==> src/rtl/data_mem_responder.sv <==
// data_mem_responder: handshaked word load/store responder for a 32-byte big-endian data memory.
// Latency: request accepted at edge E0 -> resp_valid high after edge E0+WAIT_CYCLES+1.
// Backpressure: one transaction in flight; req_ready low from accept until the response handshake.
module data_mem_responder #(
  parameter int unsigned WAIT_CYCLES = 2,
  parameter              INIT_FILE   = ""
) (
  input  logic        clk,
  input  logic        reset,
  input  logic        req_valid,
  output logic        req_ready,
  input  logic        req_write,
  input  logic [4:0]  req_addr,
  input  logic [31:0] req_wdata,
  output logic        resp_valid,
  input  logic        resp_ready,
  output logic [31:0] resp_rdata,
  output logic        resp_err
);

  // Wait-state count as loaded into the 4-bit counter (legal range 0..15).
  localparam logic [3:0] WAIT_LD = 4'(WAIT_CYCLES);

  typedef enum logic [1:0] {
    S_IDLE = 2'd0,
    S_WAIT = 2'd1,
    S_RESP = 2'd2
  } state_t;

  // Byte-wide storage; deliberately outside the reset domain so contents survive reset.
  logic [7:0] mem [0:31];

  state_t      state_q;
  logic [3:0]  cnt_q;
  logic        wr_q;
  logic [4:0]  addr_q;
  logic [31:0] wdata_q;
  logic        req_ready_q;
  logic        resp_valid_q;
  logic [31:0] resp_rdata_q;
  logic        resp_err_q;

  // Byte addresses of the addressed word; aligned words never wrap (28 -> 28..31).
  logic [4:0]  b0_d, b1_d, b2_d, b3_d;
  logic        access_d;
  logic        aligned_d;
  logic        mem_we_d;
  logic [31:0] load_word_d;

  // Decode the memory access that happens on the last wait-state edge.
  always_comb begin
    b0_d        = {addr_q[4:2], 2'b00};
    b1_d        = {addr_q[4:2], 2'b01};
    b2_d        = {addr_q[4:2], 2'b10};
    b3_d        = {addr_q[4:2], 2'b11};
    access_d    = (state_q == S_WAIT) && (cnt_q == 4'd0);
    aligned_d   = (addr_q[1:0] == 2'b00);
    mem_we_d    = access_d && wr_q && aligned_d;
    load_word_d = {mem[b0_d], mem[b1_d], mem[b2_d], mem[b3_d]};
  end

  // Big-endian store: most significant byte goes to the lowest address.
  always_ff @(posedge clk) begin
    if (mem_we_d) begin
      mem[b0_d] <= wdata_q[31:24];
      mem[b1_d] <= wdata_q[23:16];
      mem[b2_d] <= wdata_q[15:8];
      mem[b3_d] <= wdata_q[7:0];
    end
  end

  // Request/wait/response FSM with registered handshake and response outputs.
  always_ff @(posedge clk or posedge reset) begin
    if (reset) begin
      state_q      <= S_IDLE;
      cnt_q        <= 4'd0;
      wr_q         <= 1'b0;
      addr_q       <= 5'd0;
      wdata_q      <= 32'd0;
      req_ready_q  <= 1'b1;
      resp_valid_q <= 1'b0;
      resp_rdata_q <= 32'd0;
      resp_err_q   <= 1'b0;
    end else begin
      case (state_q)
        S_IDLE: begin
          if (req_valid && req_ready_q) begin
            wr_q        <= req_write;
            addr_q      <= req_addr;
            wdata_q     <= req_wdata;
            cnt_q       <= WAIT_LD;
            req_ready_q <= 1'b0;
            state_q     <= S_WAIT;
          end
        end
        S_WAIT: begin
          if (cnt_q != 4'd0) begin
            cnt_q <= cnt_q - 4'd1;
          end else begin
            // The access itself: misaligned requests touch nothing and report an error.
            resp_valid_q <= 1'b1;
            state_q      <= S_RESP;
            if (!aligned_d) begin
              resp_err_q   <= 1'b1;
              resp_rdata_q <= 32'd0;
            end else if (wr_q) begin
              resp_err_q   <= 1'b0;
              resp_rdata_q <= 32'd0;
            end else begin
              resp_err_q   <= 1'b0;
              resp_rdata_q <= load_word_d;
            end
          end
        end
        S_RESP: begin
          // Response is held stable until the requester takes it.
          if (resp_ready) begin
            resp_valid_q <= 1'b0;
            resp_err_q   <= 1'b0;
            resp_rdata_q <= 32'd0;
            req_ready_q  <= 1'b1;
            state_q      <= S_IDLE;
          end
        end
        default: begin
          resp_valid_q <= 1'b0;
          resp_err_q   <= 1'b0;
          resp_rdata_q <= 32'd0;
          req_ready_q  <= 1'b1;
          state_q      <= S_IDLE;
        end
      endcase
    end
  end

  assign req_ready  = req_ready_q;
  assign resp_valid = resp_valid_q;
  assign resp_rdata = resp_rdata_q;
  assign resp_err   = resp_err_q;

endmodule
==> config.mk <==
export PLATFORM = sky130hd
export DESIGN_NAME = data_mem_responder
export DESIGN_NICKNAME = d
export VERILOG_FILES = /design/src/rtl/data_mem_responder.sv
export SDC_FILE = /design/constraint.sdc
export NUM_CORES = 1
export LEC_CHECK = 0
export ABC_AREA = 1
export BUFFER_PORTS_ARGS = -buffer_cell sky130_fd_sc_hd__buf_4
export CAP_MARGIN = 20
export CORE_AREA = 2 2 132 198
export DETAILED_ROUTE_END_ITERATION = 8
export DIE_AREA = 0 0 134 200
export PLACE_DENSITY = 0.72
export REMOVE_ABC_BUFFERS = 1
export SLEW_MARGIN = 20
export SYNTH_ARGS = -nofsm -noshare
export SYNTH_HDL_FRONTEND = slang
export SYNTH_SLANG_ARGS = --single-unit
export TNS_END_PERCENT = 100
==> constraint.sdc <==
create_clock -name clk -period 8.9 [get_ports clk]
set_clock_uncertainty 0.2 [all_clocks]
set_input_delay 0.89 -clock clk [delete_from_list [all_inputs] [get_ports clk]]
set_output_delay 0.89 -clock clk [all_outputs]
set_load 0.01 [all_outputs]
==> results of run 1 <==
## through the flow
stage               utilization  setup slack [ps]  area (um^2)  total power, mW  std cells
floorplan                     -              1610        13300             3.01       1203
global route              0.620              5000        15500             5.14       1677
detailed placement        0.577              5200        14400             3.53       1621
global placement          0.577              5300        14400             3.49       1621
finish                    0.620              5150        15500             4.88       1677
CTS                       0.620              5170        15500             4.90       1677
## power breakdown
part / switching (mW) / internal, mW / total [mW]
registers: 0.262 / 1.98 / 2.25
logic: 0.899 / 0.362 / 1.26
clock network: 0.544 / 0.823 / 1.37
total: 1.71 / 3.17 / 4.88
## flip-flops by register name (all words and copies together) (netlist names)
name and cells:
resp_rdata 32, cnt_q 4, addr_q 5, mem 256, resp_err 1, state_q 2
wdata_q 32, wr_q 1, req_ready 1, resp_valid 1
## how the worst min path moves through the flow
stage / slack, ps / from / to / cells past startpoint
after floorplan: 250 / addr_q[0] / addr_q[0] / 2
after global placement: 260 / addr_q[0] / addr_q[0] / 2
after detailed placement: 270 / addr_q[0] / addr_q[0] / 2
after CTS: 170 / reset / wdata_q[5] / 2
after global routing: 200 / reset / wdata_q[5] / 2
final: 170 / reset / wdata_q[5] / 2
## cell type report
class                      count  area (um^2)  share of cell area
sequential                   335         9670               0.625
inverter                      39          154             0.00995
clock inverter                12          155              0.0100
multi-input combinational    829         3490               0.226
timing repair buffer          90          676              0.0437
tap                          328          410              0.0265
clock buffer                  44          915              0.0591
## synthesized netlist by cell type, drive strengths merged
cell    number  share of area
nand2      602           0.17
nand4       64          0.029
nand3       46          0.017
nor4         2         0.0014
dfrtp       78           0.14
ha           2         0.0018
nor2        97          0.030
dfstp        1         0.0019
o21ai       10         0.0037
buf         62          0.027
o211ai       1        0.00055
inv         38          0.011
clkinv       1        0.00027
a21oi        1        0.00037
nor3         4         0.0015
edfxtp     256           0.56
clkbuf       6         0.0017
## placed cells by master, fill, tap and decap left out, drive strengths merged, types with 2 or more instances in the layout
| cell type | n |
|---|---|
| nand2 | 602 |
| edfxtp | 256 |
| nor2 | 97 |
| buf | 90 |
| dfrtp | 78 |
| nand4 | 64 |
| nand3 | 46 |
| clkbuf | 44 |
| inv | 39 |
| o21ai | 10 |
| clkinv | 8 |
| nor3 | 4 |
| bufinv | 4 |
| ha | 2 |
| nor4 | 2 |
## critical path: cells and delay by family (launching register included)
kind | cells | cell delay [ps]
buffers and inverters | 3 | 1190
AND/OR/NAND/NOR | 2 | 900
flip-flops | 1 | 1060
## metal layers
metal  global-route usage  up-vias  share of wire
met5                    0        -              0
met4               0.0721        0          0.020
met3               0.0240       40          0.044
met2                0.396      227           0.52
met1                0.282     4315           0.41
li1                     -     4319              -
## logic make-up after synthesis
kind of cell / count (synthesis) / share of synthesized area
simple gates: 815 / 0.246
flops: 335 / 0.709
buf+inv: 107 / 0.0393
compound gates: 12 / 0.00459
fa+ha+maj: 2 / 0.00183
==> out/metrics.cfg, run 1 <==
[grt]
antenna_found_initial = 0
grt_max_degree = 89
grt_usage = 0.220
grt_overflow_total = 0
grt_pass1_vias = 8691
grt_pass1_wl_mm = 45.7

[sta]
setup-tns-final_ps = 0
hold_ws_ps = 166
hold_violations = 0
finalSetupViolCount = 0
final.min_clock_period_ps = 3750
worst_pin_slew_ps = 1130
period_share = 0.422
rsz0062_at_grt = no
clock.fmax_mhz = 267
relSlewSlack = 0.249
maxSlewViolCount = 0

[worst_setup_path]
regToRegSetupSlack_ps = 5150
startpoint = addr_q[4]
worst_path_max_delay_cell = dfrtp_2
path_cells = inv_4 > nor2_8 > inv_1 > nor4_4 > buf_4
ff2ff_path_depth = 5
crit_type = reg2reg
reg2reg_to = mem[5][4]
cp_max_fo = 55
worstSetupEndpoint = mem[5][4]
cp-start-kind = register
critPathMaxStageDelay_ps = 1060
r2r-start = addr_q[4]
crit_arrival_ps = 3760
worst_ep_required_time_ps = 8910
end_kind = register

[final_layout]
layout-drive-gt1-share = 0.122
nNetsFinal = 1369
fill_cells = 1918
antenna_cells = 0
syn2layout_area_growth_pct = 13.4

[clock_network]
post_cts.repair.setup_buffers = 0
cts_resized = 0
htreeDepth = 1
numCtsBuffers = 30
clock_latency_ps = 560
postCtsHoldBufs = 0
root_buffer = clkbuf_16
cts_tree = yes
clock-sinks = 335
clk_pin_slew_ps = 60
ctsLongestPathBuffers = 3

[routing]
routed_via_density = 5.31
routed_wl_mm = 29.2
ant_nets = 0
drt_iter0_drc = 654
wl_per_cell_um = 17.4
dr_total_vias = 8901
dr.pass1.iters = 5
remaining_drc_errors = 0

[outcome]
run_status = finished clean

[floorplanning]
core_um2 = 25000
fp.dieH_um = 200
dieWidth_um = 134
dieArea_um2 = 26800
pin_count = 77
start_util = 0.546
num_rows = 71

[placed_design]
port-buffer-count = 76
place_congestion = 0.774
hpwlAfterDp_mm = 15.9

[yosys]
seq_area_frac_synth = 0.709
yosys_warnings = 0
ys_seq_elements = 335
synthDistinctLibCells = 26
syn_inst = 1271
synth_area_um2 = 13600
syn_area_per_cell_um2 = 10.7

[power]
pwr_density_cell_nw_per_um2 = 315
leakage_nw = 6.76
ir_drop_v = 0.000341

[worst_hold_path]
hold_class = in2async

[job]
cap_violations = 0

(Power assumes the default switching activity.)
==> run 2: changes to the inputs <==
clock period = 3.7 ns   (was 8.9 ns; I/O delays follow)
==> run 2 against run 1 <==
Effect of this change: die area stayed put; sequential cell count is the same; critical path depth is 2 higher; design area grew 3.4%; sequential share of layout area shrank 2.1 points; sequential power rose by 140%; cell count increased by 3.3%; clock power is 140% higher; power grew 140%; worst hold slack got worse by 130 ps; highest routed layer unchanged.
==> out/metrics.cfg, run 2 (same netlist as run 1, synthesis figures left out) <==
[floorplanning]
start_util = 0.546  ; unchanged
dieArea_um2 = 26800  ; unchanged
dieWidth_um = 134  ; unchanged
fp.dieH_um = 200  ; unchanged
core_um2 = 25000  ; unchanged
pin_count = 77  ; unchanged
num_rows = 71  ; unchanged

[worst_setup_path]
cp-start-kind = register
end_kind = register
r2r-start = cnt_q[0]
startpoint = cnt_q[0]
crit_arrival_ps = 2690  ; -1070 ps
reg2reg_to = mem[0][28]
worst_ep_required_time_ps = 3740  ; -5170 ps
ff2ff_path_depth = 7  ; +2
crit_type = reg2reg
regToRegSetupSlack_ps = 1050  ; -4100 ps
worstSetupEndpoint = mem[0][28]
cp_max_fo = 14  ; -75%

[clock_network]
clk_pin_slew_ps = 60  ; about the same
clock_latency_ps = 560  ; about the same
numCtsBuffers = 31  ; +3.3%
root_buffer = clkbuf_16
cts_resized = 0  ; unchanged
htreeDepth = 1  ; unchanged
ctsLongestPathBuffers = 3  ; unchanged
clock-sinks = 335  ; unchanged
cts_tree = yes

[sta]
finalSetupViolCount = 0  ; unchanged
hold_violations = 0  ; unchanged
rsz0062_at_grt = no
relSlewSlack = 0.470  ; +0.221
maxSlewViolCount = 0  ; unchanged
worst_pin_slew_ps = 794  ; -332 ps
period_share = 0.715  ; +0.294
clock.fmax_mhz = 378  ; +42%
final.min_clock_period_ps = 2650  ; -1100 ps
hold_ws_ps = 40.6  ; -126 ps

[power]
ir_drop_v = 0.000606  ; +77%
seqPwrFrac = 0.463  ; +0.002
intPower_mw = 7.63  ; +140%
pwr_density_cell_nw_per_um2 = 739  ; +130%
power.switching_mw = 4.20  ; +150%
pwr-share-comb = 0.259  ; about the same
swShare = 0.355  ; +0.00493
clockPowerShare = 0.278  ; -0.003
leakage_nw = 7.00  ; +3.5%

[placed_design]
dp.cells = 1636  ; +0.93%
hpwlAfterDp_mm = 17.0  ; +6.9%
port-buffer-count = 76  ; unchanged
place_congestion = 0.769  ; -0.68%

[routing]
routed_wl_mm = 30.5  ; +4.2%
routed_via_density = 5.32  ; +0.21%
drt_iter0_drc = 759  ; +16%
dr.pass1.iters = 5  ; unchanged
ant_nets = 0  ; unchanged
remaining_drc_errors = 0  ; unchanged
dr_total_vias = 9218  ; +3.6%
wl_per_cell_um = 17.6  ; +0.79%

[final_layout]
largest_register = mem
final_util = 0.641  ; +0.0212
ff_latch_area_um2 = 9670  ; unchanged
syn2layout_area_growth_pct = 17.3
fill_cells = 1876  ; -2.2%
finalNonFillerCells = 1733  ; +3.3%
largest_register_ffs = 256  ; unchanged
final_cell_mix = nand2_1 (601), edfxtp_1 (256), buf_4 (103), nor2_1 (90), dfrtp_1 (75)
nNetsFinal = 1425  ; +4.1%
multiInputGateArea_um2 = 3490  ; unchanged
layout_commonest_cell = nand2_1
antenna_cells = 0  ; unchanged
layout-drive-gt1-share = 0.130  ; +0.00797

[job]
cap_violations = 0  ; unchanged

[grt]
grt_overflow_total = 0  ; unchanged
grt_pass1_wl_mm = 48.0  ; +4.8%
grt_pass1_vias = 9251  ; +6.4%
grt_usage = 0.231  ; +0.0105
grt_max_degree = 142  ; +60%
antenna_found_initial = 0  ; unchanged

[worst_hold_path]
hold_class = in2reg

[outcome]
run_status = finished clean

## run 2: power groups by stage
stage	clock network, mW	registers, mW	logic [mW]
2_1_floorplan	0	5.42	1.83
3_3_place_gp	0	5.51	2.96
3_5_place_dp	0	5.54	3.03
4_1_cts	3.33	5.47	3.09
5_1_grt	3.48	5.54	3.46
6_report	3.29	5.47	3.07
## run 2: how the worst min path moves through the flow
stage,from,to,slack (ps),cells after the start
after floorplan,addr_q[0],addr_q[0],250,2
after CTS,req_valid,req_ready,20,6
final,req_valid,req_ready,40,6
after detailed placement,resp_rdata[26],resp_rdata[26],270,2
after global routing,req_valid,req_ready,130,6
after global placement,resp_rdata[20],resp_rdata[20],270,2
## run 2: per-stage QoR
stage	cell area (um^2)	power, mW	TNS (ps)	setup slack, ps
3_5_place_dp	14500	8.57	0	1040
4_1_cts	16000	11.9	0	1030
3_3_place_gp	14500	8.47	0	1090
6_report	16000	11.8	0	1050
5_1_grt	16000	12.5	0	884
2_1_floorplan	13300	7.25	-533230	-3590
## run 2: critical path, stage by stage, from the launching register on
cell     delay, ps
dfrtp_1        390
inv_1          120
ha_1           160
nand3_1        120
nor2_1         190
nand4_1        360
nor3_2         470
buf_4          330
## run 2: metal layers
layer  track usage  wire [um]
met3        0.0263       1630
met5             0          0
met2         0.417      15900
met4        0.0808        836
met1         0.290      12100
## run 2: area by class of cell
cell class                 count  area share
clock buffer                  33      0.0496
clock inverter                24      0.0167
inverter                      39     0.00962
multi-input combinational    829       0.218
sequential                   335       0.605
tap                          328      0.0256
timing repair buffer         145      0.0758
## run 2: what timing repair did
item	4_1_cts	5_1_grt
hold endpoints to repair	93	0
setup buffers	0	0
hold buffers	40	0
==> run 3: changes to the inputs <==
PLACE_DENSITY = 0.75   (was 0.72)
clock period = 2.4 ns   (was 3.7 ns; I/O delays follow)
==> run 3 against run 2 <==
Effect of this change: sequential share of layout area down 0.81 points; worst hold slack gained 47 ps; wire length rose by 0.83%; setup slack got worse by 920 ps; sequential cell count stayed put; power grew 57%; sequential power up 51%; core utilization grew 0.83 points; clock-buffer cell count increased by 8; critical path depth increased by 1; die area stayed put; combinational power increased by 69%.
==> out/metrics.cfg, run 3 (same netlist as run 1, synthesis figures left out) <==
[floorplanning]
core_um2 = 25000  ; unchanged
start_util = 0.546  ; unchanged
pin_count = 77  ; unchanged
fp.dieH_um = 200  ; unchanged
num_rows = 71  ; unchanged
dieWidth_um = 134  ; unchanged
dieArea_um2 = 26800  ; unchanged

[worst_setup_path]
cp_max_fo = 17  ; +3
critPathMostFrequentCell = buf_4
crit_arrival_ps = 2310  ; -380 ps
worst_ep_required_time_ps = 2440  ; -1300 ps
worst_path_max_delay_cell = dfrtp_1
cp-start-kind = register
path_cells = inv_1 > ha_1 > nand3_1 > nor2_1 > nand4_1 > buf_4 > nor3_2 > buf_4
critPathMaxStageDelay_ps = 380  ; -90 ps
end_kind = register
crit_type = reg2reg

[routing]
routed_via_density = 5.32  ; about the same
ant_nets = 0  ; unchanged
dr_total_vias = 9299  ; +0.88%
wl_per_cell_um = 17.6  ; about the same
remaining_drc_errors = 0  ; unchanged
dr.pass1.iters = 5  ; unchanged
routed_wl_mm = 30.7  ; +0.83%
drt_iter0_drc = 713  ; -6.1%

[final_layout]
layout_commonest_cell = nand2_1
final_util = 0.649  ; +0.00832
ff_latch_area_um2 = 9670  ; about the same
antenna_cells = 0  ; unchanged
fill_cells = 1827  ; -2.6%
design_area_um2 = 16200  ; +1.3%
largest_register_ffs = 256  ; unchanged
multiInputGateArea_um2 = 3490  ; -0.11%
syn2layout_area_growth_pct = 18.8
nNetsFinal = 1440  ; +1.1%
final_cell_mix = nand2_1 (601), edfxtp_1 (256), buf_4 (111), nor2_1 (90), dfrtp_1 (76)
finalNonFillerCells = 1748  ; +0.87%
largest_register = mem
layout-drive-gt1-share = 0.137  ; +0.00708

[sta]
final.min_clock_period_ps = 2270  ; -382 ps
finalSetupViolCount = 0  ; unchanged
relSlewSlack = 0.492  ; +0.0219
setup-tns-final_ps = 0  ; unchanged
clock.fmax_mhz = 441  ; +17%
worst_pin_slew_ps = 762  ; -32.8 ps
period_share = 0.944  ; +0.229
hold_violations = 0  ; unchanged
setup_slack_ps = 134  ; -918 ps
maxSlewViolCount = 0  ; unchanged

[placed_design]
dp.cells = 1650  ; +0.86%
dpl-instance-area_um2 = 14700  ; +1.2%
port-buffer-count = 76  ; unchanged
hpwlAfterDp_mm = 17.8  ; +4.7%
pre_cts_ws_ps = 47.4  ; -993 ps
place_congestion = 0.787  ; +2.4%

[clock_network]
numCtsBuffers = 30  ; -3.2%
root_buffer = clkbuf_16
htreeDepth = 1  ; unchanged
clock_latency_ps = 570  ; about the same
ctsLongestPathBuffers = 3  ; unchanged
clk_pin_slew_ps = 60  ; about the same
clock-sinks = 335  ; unchanged
cts_tree = yes

[power]
pwr_density_cell_nw_per_um2 = 1140  ; +55%
ir_drop_v = 0.000801  ; +32%
leakage_nw = 7.11  ; +1.5%

[worst_hold_path]
hold_class = in2async

[grt]
grt_usage = 0.234  ; +0.00309
antenna_found_initial = 0  ; unchanged
grt_max_degree = 80  ; -44%
grt_overflow_total = 0  ; unchanged
grt_pass1_vias = 9256  ; +0.054%
grt_pass1_wl_mm = 48.2  ; +0.59%

[job]
cap_violations = 0  ; unchanged

[outcome]
run_status = finished clean

[run 3: cell types whose count changed in the layout (fill, tap and decap cells not counted), sizes merged]
cell         change
bufinv           -1
clkinv           -4
inv              -1
buf             +15
clkbuf           +8
dlygate4sd3      +1
clkinvlp         -3
[run 3: cell type report]
| class | count | area share |
|---|---|---|
| sequential | 335 | 0.596 |
| clock buffer | 41 | 0.0540 |
| multi-input combinational | 829 | 0.215 |
| timing repair buffer | 161 | 0.0878 |
| tap | 328 | 0.0253 |
| clock inverter | 15 | 0.0120 |
| inverter | 39 | 0.00942 |
[run 3: timing repair]
action	CTS	global route
endpoints found under the setup margin	0	108
setup buffers	0	1
gates resized for setup	0	1
endpoints found under the hold margin	119	0
hold buffers	41	0
[run 3: final timing paths]
| kind | from | end | slack [ps] | depth (start not counted) |
|---|---|---|---|---|
| min reg2reg | resp_rdata[6] | resp_rdata[6] | 280 | 2 |
| min in group clk | req_wdata[15] | wdata_q[15] | 210 | 4 |
| min | reset | resp_rdata[22] | 90 | 4 |
| max | cnt_q[0] | mem[2][1] | 130 | 8 |
| max reg2reg | cnt_q[0] | mem[2][1] | 130 | 8 |
| max in group asynchronous | reset | resp_rdata[8] | 1480 | 4 |
[run 3: metal layers]
metal	share of wire	vias up	track usage	routed length, um
li1	-	4462	-	-
met1	0.38	4430	0.282	11700
met2	0.53	346	0.426	16300
met3	0.059	61	0.0328	1800
met4	0.028	0	0.0922	862
met5	0	-	0	0
[run 3: through the flow]
| step | power, mW | hold slack [ps] |
|---|---|---|
| 4_1_cts | 18.6 | 135 |
| 5_1_grt | 19.5 | 173 |
| 3_5_place_dp | 13.5 | 180 |
| 2_1_floorplan | 11.2 | 150 |
| 3_3_place_gp | 13.3 | 170 |
| 6_report | 18.6 | 87.4 |
[run 3: power by group]
group	internal, mW	switching [mW]
sequential	7.35	0.914
combinational	1.62	3.58
clock	3.00	2.09
[run 3: critical path: cells and delay by family (launching register included)]
kind                     cells  cell delay (ps)
adder cells (fa/ha/maj)      1              160
buffers and inverters        3              620
flip-flops                   1              380
AND/OR/NAND/NOR              4              580
